--- src/rtl/ov7670_sccb_sequencer_pkg.sv ---
// ov7670_pkg -- shared types and constants for the OV7670 SCCB configuration
// sequencer.
//   sccb_state_t     : sequencer FSM state encoding
//   SCCB_WRITE_ID    : SCCB slave write address of the OV7670
//   DELAY_TOKEN      : ROM word that requests a settle delay instead of a write
//   END_TOKEN        : ROM word that marks the end of the register table
//   sccb_write_word(): builds the 27-bit serial frame for one register write
package ov7670_pkg;

  typedef enum logic [2:0] {
    ST_INIT,
    ST_FETCH,
    ST_START,
    ST_BIT,
    ST_STOP,
    ST_GAP,
    ST_DELAY,
    ST_DONE
  } sccb_state_t;

  localparam logic [7:0]  SCCB_WRITE_ID = 8'h42;
  localparam logic [15:0] DELAY_TOKEN   = 16'hFFF0;
  localparam logic [15:0] END_TOKEN     = 16'hFFFF;

  localparam int unsigned FRAME_BITS = 27;
  localparam logic [4:0]  LAST_BIT   = 5'd26;

  // Three 9-bit phases (id, sub-address, data), each followed by a
  // don't-care slot where the slave may drive its ACK.
  function automatic logic [26:0] sccb_write_word(input logic [15:0] cmd);
    return {SCCB_WRITE_ID, 1'b0, cmd[15:8], 1'b0, cmd[7:0], 1'b0};
  endfunction

  function automatic logic is_ack_slot(input logic [4:0] idx);
    return (idx == 5'd8) || (idx == 5'd17) || (idx == 5'd26);
  endfunction

endpackage

--- src/rtl/ov7670_sccb_sequencer_if.sv ---
// ov7670_sccb_sequencer_if -- register-ROM handshake and SCCB pin bundle.
//   command/finished : current ROM word and its end-marker flag
//   advance/resend   : step the ROM forward / rewind it to word 0
//   restart          : rerun the whole configuration once finished
//   sioc/siod_out/siod_oe : SCCB clock, data value and data output enable
//   busy/config_done : sequencer status
// modport master = sequencer side, modport slave = ROM / pad side.
interface ov7670_sccb_sequencer_if;

  logic [15:0] command;
  logic        finished;
  logic        advance;
  logic        resend;
  logic        restart;
  logic        sioc;
  logic        siod_out;
  logic        siod_oe;
  logic        busy;
  logic        config_done;

  modport master (
    input  command, finished, restart,
    output advance, resend, sioc, siod_out, siod_oe, busy, config_done
  );

  modport slave (
    output command, finished, restart,
    input  advance, resend, sioc, siod_out, siod_oe, busy, config_done
  );

endinterface

--- src/rtl/ov7670_sccb_sequencer_quarter_tick.sv ---
// sccb_quarter_tick -- SIOC quarter-period timebase.
//   clk     : system clock
//   reset   : synchronous active-high reset
//   clear   : synchronous restart of the timebase (quarter 0, full period)
//   tick    : high for the last cycle of every CLK_DIV-cycle quarter
//   quarter : index of the quarter currently in progress (0..3)
module sccb_quarter_tick #(
  parameter int unsigned CLK_DIV = 125
) (
  input  logic       clk,
  input  logic       reset,
  input  logic       clear,
  output logic       tick,
  output logic [1:0] quarter
);

  localparam int unsigned CW = (CLK_DIV > 2) ? $clog2(CLK_DIV) : 1;
  localparam logic [CW-1:0] DIV_LOAD = CW'(CLK_DIV - 1);

  logic [CW-1:0] div_cnt;

  always_ff @(posedge clk) begin
    if (reset || clear) begin
      div_cnt <= DIV_LOAD;
      quarter <= 2'd0;
    end else if (div_cnt == '0) begin
      div_cnt <= DIV_LOAD;
      quarter <= quarter + 2'd1;
    end else begin
      div_cnt <= div_cnt - CW'(1);
    end
  end

  assign tick = (div_cnt == '0);

endmodule

--- src/rtl/ov7670_sccb_sequencer.sv ---
// ov7670_sccb_sequencer -- walks an external register ROM and writes each
// {reg_addr, reg_data} word to the OV7670 over SCCB (3-phase write).
// Delay tokens insert a settle wait; the end marker parks the sequencer.
//   clk   : system clock
//   reset : synchronous active-high reset
//   bus   : ov7670_sccb_sequencer_if.master (ROM handshake + SCCB pins)
//
// state  | meaning
// -------+-----------------------------------------------------------
// INIT   | one cycle, rewind ROM (resend)
// FETCH  | decode ROM word: end marker, delay token or register write
// START  | SCCB start condition (SIOD falls while SIOC high)
// BIT    | shift 27 frame bits out MSB first, ACK slots released
// STOP   | SCCB stop condition (SIOD released while SIOC high)
// GAP    | bus idle between transactions
// DELAY  | bus idle for DELAY_CYCLES, then consume the token
// DONE   | configuration complete, wait for restart
module ov7670_sccb_sequencer
  import ov7670_pkg::*;
#(
  parameter int unsigned CLK_DIV      = 125,
  parameter int unsigned DELAY_CYCLES = 2_500_000,
  parameter int unsigned GAP_CYCLES   = 1000
) (
  input logic clk,
  input logic reset,
  ov7670_sccb_sequencer_if.master bus
);

  sccb_state_t state, state_next;
  logic [26:0] shift_q;
  logic [4:0]  bit_cnt;
  logic [31:0] timer;
  logic        load_shift;
  logic        state_change;
  logic        tick;
  logic [1:0]  quarter;

  logic advance, resend, sioc, siod_out, siod_oe, busy, config_done;

  // Restarting the timebase on every state change keeps each state's
  // quarters aligned to its own entry cycle.
  assign state_change = (state_next != state);

  sccb_quarter_tick #(
    .CLK_DIV (CLK_DIV)
  ) u_quarter_tick (
    .clk     (clk),
    .reset   (reset),
    .clear   (state_change),
    .tick    (tick),
    .quarter (quarter)
  );

  always_ff @(posedge clk) begin
    if (reset) begin
      state   <= ST_INIT;
      shift_q <= '1;
      bit_cnt <= '0;
      timer   <= '0;
    end else begin
      state <= state_next;

      if (load_shift) begin
        shift_q <= sccb_write_word(bus.command);
      end else if (state == ST_BIT && tick && quarter == 2'd3) begin
        shift_q <= {shift_q[25:0], 1'b1};
      end

      if (state_change) begin
        bit_cnt <= '0;
      end else if (state == ST_BIT && tick && quarter == 2'd3) begin
        bit_cnt <= bit_cnt + 5'd1;
      end

      // Idle-state timer: loaded on entry, terminal count at zero.
      if (state_change) begin
        if (state_next == ST_GAP) begin
          timer <= 32'(GAP_CYCLES - 1);
        end else if (state_next == ST_DELAY) begin
          timer <= 32'(DELAY_CYCLES - 1);
        end else begin
          timer <= '0;
        end
      end else if (timer != '0) begin
        timer <= timer - 32'd1;
      end
    end
  end

  always_comb begin
    state_next  = state;
    load_shift  = 1'b0;
    advance     = 1'b0;
    resend      = 1'b0;
    sioc        = 1'b1;
    siod_out    = 1'b1;
    siod_oe     = 1'b0;
    busy        = 1'b1;
    config_done = 1'b0;

    unique case (state)
      ST_INIT: begin
        resend     = 1'b1;
        state_next = ST_FETCH;
      end

      ST_FETCH: begin
        if (bus.finished) begin
          state_next = ST_DONE;
        end else if (bus.command == DELAY_TOKEN) begin
          state_next = ST_DELAY;
        end else begin
          load_shift = 1'b1;
          advance    = 1'b1;
          state_next = ST_START;
        end
      end

      ST_START: begin
        siod_oe  = 1'b1;
        siod_out = 1'b0;
        sioc     = (quarter == 2'd0);
        if (tick && quarter == 2'd1) state_next = ST_BIT;
      end

      ST_BIT: begin
        sioc     = quarter[1];
        siod_out = shift_q[26];
        siod_oe  = !is_ack_slot(bit_cnt);
        if (tick && quarter == 2'd3 && bit_cnt == LAST_BIT) state_next = ST_STOP;
      end

      ST_STOP: begin
        sioc     = (quarter != 2'd0);
        siod_out = 1'b0;
        siod_oe  = (quarter != 2'd2);
        if (tick && quarter == 2'd2) state_next = ST_GAP;
      end

      ST_GAP: begin
        if (timer == '0) state_next = ST_FETCH;
      end

      ST_DELAY: begin
        if (timer == '0) begin
          advance    = 1'b1;
          state_next = ST_FETCH;
        end
      end

      ST_DONE: begin
        busy        = 1'b0;
        config_done = 1'b1;
        if (bus.restart) state_next = ST_INIT;
      end

      default: state_next = ST_INIT;
    endcase
  end

  assign bus.advance     = advance;
  assign bus.resend      = resend;
  assign bus.sioc        = sioc;
  assign bus.siod_out    = siod_out;
  assign bus.siod_oe     = siod_oe;
  assign bus.busy        = busy;
  assign bus.config_done = config_done;

endmodule

--- src/flat_wrapper.sv ---
// flat-port wrapper written by rule: the top's interface ports become plain ports
module ov7670_sccb_sequencer_flat import ov7670_pkg::*;
#(
  parameter int unsigned CLK_DIV      = 125,
  parameter int unsigned DELAY_CYCLES = 2_500_000,
  parameter int unsigned GAP_CYCLES   = 1000
)
  (clk, reset, bus_command, bus_finished, bus_restart, bus_advance, bus_resend, bus_sioc, bus_siod_out, bus_siod_oe, bus_busy, bus_config_done);
  ov7670_sccb_sequencer_if bus_i ();
  input logic clk;
  input logic reset;
  input wire logic [$bits(bus_i.command)-1:0] bus_command;
  input wire logic [$bits(bus_i.finished)-1:0] bus_finished;
  input wire logic [$bits(bus_i.restart)-1:0] bus_restart;
  output wire logic [$bits(bus_i.advance)-1:0] bus_advance;
  output wire logic [$bits(bus_i.resend)-1:0] bus_resend;
  output wire logic [$bits(bus_i.sioc)-1:0] bus_sioc;
  output wire logic [$bits(bus_i.siod_out)-1:0] bus_siod_out;
  output wire logic [$bits(bus_i.siod_oe)-1:0] bus_siod_oe;
  output wire logic [$bits(bus_i.busy)-1:0] bus_busy;
  output wire logic [$bits(bus_i.config_done)-1:0] bus_config_done;
  assign bus_i.command = bus_command;
  assign bus_i.finished = bus_finished;
  assign bus_i.restart = bus_restart;
  assign bus_advance = bus_i.advance;
  assign bus_resend = bus_i.resend;
  assign bus_sioc = bus_i.sioc;
  assign bus_siod_out = bus_i.siod_out;
  assign bus_siod_oe = bus_i.siod_oe;
  assign bus_busy = bus_i.busy;
  assign bus_config_done = bus_i.config_done;
  ov7670_sccb_sequencer #(.CLK_DIV(CLK_DIV), .DELAY_CYCLES(DELAY_CYCLES), .GAP_CYCLES(GAP_CYCLES)) u_core (.clk(clk), .reset(reset), .bus(bus_i));
endmodule
--- config.mk ---
export PLATFORM = sky130hd
export DESIGN_NAME = ov7670_sccb_sequencer_flat
export DESIGN_NICKNAME = d
export VERILOG_FILES = /design/src/rtl/ov7670_sccb_sequencer_pkg.sv /design/src/rtl/ov7670_sccb_sequencer_if.sv /design/src/rtl/ov7670_sccb_sequencer_quarter_tick.sv /design/src/rtl/ov7670_sccb_sequencer.sv /design/src/flat_wrapper.sv
export SDC_FILE = /design/constraint.sdc
export NUM_CORES = 1
export LEC_CHECK = 0
export ABC_AREA = 1
export CORE_MARGIN = 1.5
export CORE_UTILIZATION = 60
export CTS_CLUSTER_DIAMETER = 120
export DETAILED_ROUTE_END_ITERATION = 10
export GPL_TIMING_DRIVEN = 0
export PLACE_DENSITY = 0.88
export SLEW_MARGIN = 25
export SYNTH_ARGS = -nofsm -noshare
export SYNTH_HDL_FRONTEND = slang
export SYNTH_HIERARCHICAL = 1
export SYNTH_SLANG_ARGS = --single-unit
--- constraint.sdc ---
create_clock -name clk -period 6.4 [get_ports clk]
set_input_delay 1.28 -clock clk [delete_from_list [all_inputs] [get_ports clk]]
set_output_delay 1.28 -clock clk [all_outputs]
set_load 0.1 [all_outputs]
# Yosys cells after proc, flatten, opt, wreduce, memory -nomap -nowiden
# Index checks and enable logic that the tools add are counted.
[word_totals]
register_bits = 76
inputBits = 20
output_inout_bits = 7
elab_cells = 77
[op_classes]
add_sub_neg = 4
eq_ne = 18
n_mux = 25
n_reduce_logical = 23
[ops]
columns = ["operator", "count"]
rows = [
  ["two-way mux 32 bit", 3],
  ["two-way mux 27 bit", 2],
  ["logical NOT 32 bit", 1],
  ["nonzero test 32 bit", 1],
  ["subtractor 32 x 1 -> 32 bit (second input constant)", 1],
  ["two-way mux 22 bit", 1],
  ["two-way mux 3 bit", 7],
  ["case mux 3 bit (7 select lines)", 1],
  ["== test 3 bit (second input constant)", 6],
  ["== test 16 bit (second input constant)", 1],
  ["== test 5 bit (second input constant)", 2],
  ["OR reduction 2 bit", 5],
  ["logical NOT 7 bit", 1],
  ["two-way mux 1 bit", 7],
  ["subtractor 7 x 1 -> 7 bit (second input constant)", 1],
  ["== test 3 x 2 -> 1 bit (second input constant)", 2],
  ["logical AND 1 bit", 6],
  ["case mux 1 bit (3 select lines)", 2],
  ["nonzero test 2 bit", 3],
  ["adder 5 x 1 -> 5 bit (second input constant)", 1],
  ["== test 5 x 4 -> 1 bit (second input constant)", 1],
  ["== test 2 bit (second input constant)", 2],
  ["case mux 1 bit (2 select lines)", 2],
  ["== test 3 x 1 -> 1 bit (second input constant)", 1],
  ["8 further kinds", 10],
]

# Longest topological paths before layout
[depth]
word_depth = 9
ltp_mapped = 17
mapped_depth_nobuf = 17

# By module
# Netlist, hierarchy kept.
[modules_own_cells]
columns = ["module", "instances", "cells_each", "area_per_inst_um2", "seq_area_each_um2"]
rows = [
  ["ov7670_sccb_sequencer", 1, 512, 3778.6, 1341.3],
  ["sccb_quarter_tick", 1, 58, 449.2, 180.2],
]

# Worst setup path before layout
# Ideal clock, no wire load.
[synth_timing]
kind = "input port to output port"
from = "input bus_command[15]"
to = "output bus_advance"
arrival_time_ns = 2.516
required_ns = 5.120
path_slack_ns = 2.604
path_stages = 9
n_path_buf = 0
cell_sequence = "nand2_1 inv_1 nand2_1 nor2_1 nand2_1 nand2_1 nor2_2 inv_1 nand2_1"
[synth_between]
elab_chain_cells = 4
[synth_rtl]
columns = ["element", "line", "rtl"]
rows = [
  ["start, declared", "flat_wrapper.sv:12", "input wire logic [$bits(bus_i.command)-1:0] bus_command;"],
  ["== test 16 bit", "ov7670_sccb_sequencer.sv:111", "end else if (bus.command == DELAY_TOKEN) begin"],
  ["two-way mux 1 bit", "ov7670_sccb_sequencer.sv:111", ""],
  ["two-way mux 1 bit", "ov7670_sccb_sequencer.sv:109", "if (bus.finished) begin"],
  ["case mux 1 bit (2 select lines)", "ov7670_sccb_sequencer.sv:102", "unique case (state)"],
  ["end, declared", "flat_wrapper.sv:15", "output wire logic [$bits(bus_i.advance)-1:0] bus_advance;"],
]
# Every way passes these cells.

# Worst setup path after layout
[layout_timing]
from = "input bus_command[14]"
to = "output bus_advance"
# The elaborated chain is that of the path after synthesis.

==> qor.csv <==
stage,metric,value,unit
route,total wire length,9210,um
sta,fmax,197,MHz
route,WL/cell,13.0,um
clock_network,"Reg clk slew, reported paths",80,ps
sta,Min Hold Slack,440,ps
die,CORE AREA,6790,um^2
clock_network,clock root cell,clkbuf_8,
die,Chip Height,86.9,um
setup_path,Crit. End Element,output pin,
synth,number of synthesized register bits,76,
setup_path,Setup crit start,bus_command[14],
global_route,first-pass GRT wire length,15500,um
synth,post-synthesis instance total,570,
clock_network,CTS tree,done,
sta,fin. max-slew vios,0,
setup_path,crit start category,primary input,
setup_path,CP required,5120,ps
layout,nets,634,
clock_network,Clock Tree Buf Depth,2,
route,Final ANT Viol Nets,0,
sta,Worst-Margin Slew,966,ps
die,die area,7560,um^2
synth,top_reg_cell synth,dfxtp_1,
synth,Syn. warnings,6,
sta,max_slew headroom,0.354,
clock_network,worst-skew pair later-pin latency,360,ps
route,vias per inst,5.40,
route,DRC violations left,0,
clock_network,clk sinks,76,
synth,"Seq/Total Area, Yosys",0.360,
global_route,largest net degree at the start of global routing,16,
layout,filler cell count,551,
job,Max-Cap Viols,0,
setup_path,most frequent CP cell,nand2_1,
worst_hold_path,worst min-delay path category,reg2reg,
die,I/O pins,27,
sta,fin crit period,5070,ps
setup_path,Top Family by Delay on Critical Path,buffers and inverters,
sta,RSZ-0062 raised after global routing,no,
outcome,status,completed,
synth,share of the synthesized area in the top cell type,0.360,
global_route,GRT Total Usage,0.255,
sta,endpoints failing hold,0,
setup_path,Critical Path AT,3790,ps
global_route,vias in the first global route,3611,
synth,mapped cell area,4230,um^2
route,DR pass1 iterations,5,
sta,Tcrit/Tclk final,0.792,
setup_path,reg2reg setup slack,3540,ps
setup_path,Crit path buffers/inverters,4,
die,die width,86.9,um
setup_path,capture point of the worst reg-to-reg path,u_core/u_quarter_tick/div_cnt[6]$_SDFF_PP1_,
setup_path,reg-to-reg startpoint,u_core/u_quarter_tick/div_cnt[0]$_SDFF_PP0_,
route,DRT iter0 DRCs,236,
layout,share of cells above drive strength 1,0.149,
synth,ranking of synthesized cells by area,"dfxtp_1 36%, nand2_1 13%, nor2_1 7.5%",
sta,final worst clock skew,9.99,ps
clock_network,"Hold-fix buffers, CTS",0,
sta,Fin Setup TNS,0,ps
global_route,GR Overflow Total,0,
route,via count,3824,
layout,diodes inserted,0,
die,number of core rows,30,
worst_hold_path,Worst Hold Depth,1,
placement,Port Buffer Count,26,
synth,Synth Net Count,597,
worst_hold_path,hold wc startpoint,u_core/u_quarter_tick/div_cnt[0]$_SDFF_PP0_,
synth,Synth top cells by count,"141 x nand2_1, 85 x nor2_1, 76 x dfxtp_1",
setup_path,crit-path cells,clkdlybuf4s50_1 > nand2_1 > inv_1 > nand2_1 > nor2_1 > nand2_1 > nand2_1 > nor2_2 > inv_1 > nand2_1 > clkdlybuf4s50_1,
clock_network,Resized cells post-CTS,0,
worst_hold_path,WHS Endpoint,u_core/u_quarter_tick/div_cnt[0]$_SDFF_PP0_,
synth,most frequent cell after synthesis,nand2_1,
setup_path,Crit Path Class,in2out,
clock_network,CTS buffer count,9,
setup_path,Worst Reg-to-Reg Cells,15,
setup_path,delay of the slowest critical-path stage,1130,ps
synth,Yosys top cell by area,dfxtp_1,
sta,# setup viols final,0,
layout,Area growth syn-to-layout,13.3,%
synth,Post-synth ARST share,0,
placement,Placer Congestion,0.918,
die,initial core utilization,0.622,
clock_network,postcts setup bufs,0,
clock_network,Max H-tree Level,3,
setup_path,crit path max fanout,9,
synth,Cell variety after synth,40,
global_route,initial antenna violation count,0,
setup_path,slowest CP cell,clkdlybuf4s50_1,
synth,number of synthesized flops with an enable pin,0,
placement,hpwl dp,6970,um
synth,Syn Area/Cell,7.42,um^2
-- placed cells by master, fill, tap and decap left out, types with 11 or more instances in the layout --
cell / Yosys / layout
nor2_1: 85 / 85
nand3_1: 21 / 21
xnor2_1: 11 / 11
nand4_1: 38 / 38
clkdlybuf4s50_1: 0 / 26
dfxtp_1: 76 / 76
nand2_1: 141 / 141
inv_1: 38 / 38
nand2_2: 12 / 12
xor2_1: 21 / 21
nor2_4: 18 / 18
a21oi_1: 11 / 11
-- per-layer routing --
metal	wire length, um	up-vias	track usage
li1	-	1932	-
met1	4160	1771	0.315
met2	4470	110	0.444
met3	453	11	0.0483
met4	136	0	0.0880
met5	0	-	0
-- stage by stage --
stage                     utilization  setup WS [ps]  std cells  area, um^2
after detailed placement        0.678           1340        692        4610
after CTS                       0.705           1330        708        4790
after floorplan                     -           2600        570        4230
after global routing            0.705           1220        708        4790
final                           0.705           1330        708        4790
after global placement          0.678           1390        692        4610
-- flip-flops by register name, indices dropped and copies added, names as in the netlist --
name / cells
u_core/timer: 32
u_core/shift_q: 27
u_core/u_quarter_tick/div_cnt: 7
u_core/bit_cnt: 5
u_core/state: 3
u_core/u_quarter_tick/quarter: 2
-- cells by family (layout without fill, tap and decap cells) --
logic type                 count (synthesis)  in the layout  synth area share
and+or+nand+nor                          363            363             0.438
DFF                                       76             76             0.360
buffers and inverters                     59            101            0.0595
AOI/OAI and AO/OA                         33             33            0.0553
xor gates and xnor gates                  32             32            0.0663
adders and majority gates                  7              7            0.0207
-- worst max-delay path by stage --
stage / end / slack (ps) / cells past startpoint
2_1_floorplan: bus_advance / 2600 / 9
3_3_place_gp: bus_advance / 1390 / 11
3_5_place_dp: bus_advance / 1340 / 11
4_1_cts: bus_advance / 1330 / 11
5_1_grt: bus_advance / 1220 / 11
6_report: bus_advance / 1330 / 11
-- cell type report --
| cell class | instances | area, um^2 | share of cell area |
|---|---|---|---|
| plain buffers | 15 | 86.3 | 0.0180 |
| well taps | 96 | 120 | 0.0251 |
| flip-flops and latches | 76 | 1520 | 0.317 |
| clock buffers | 9 | 124 | 0.0258 |
| multi-input cells | 435 | 2450 | 0.512 |
| clock inverters | 7 | 60.1 | 0.0125 |
| inverters | 44 | 165 | 0.0345 |
| repair buffers | 26 | 260 | 0.0543 |
Power is not shown: default switching activity piles up to over one toggle a cycle in this logic, so the estimate is an artifact.
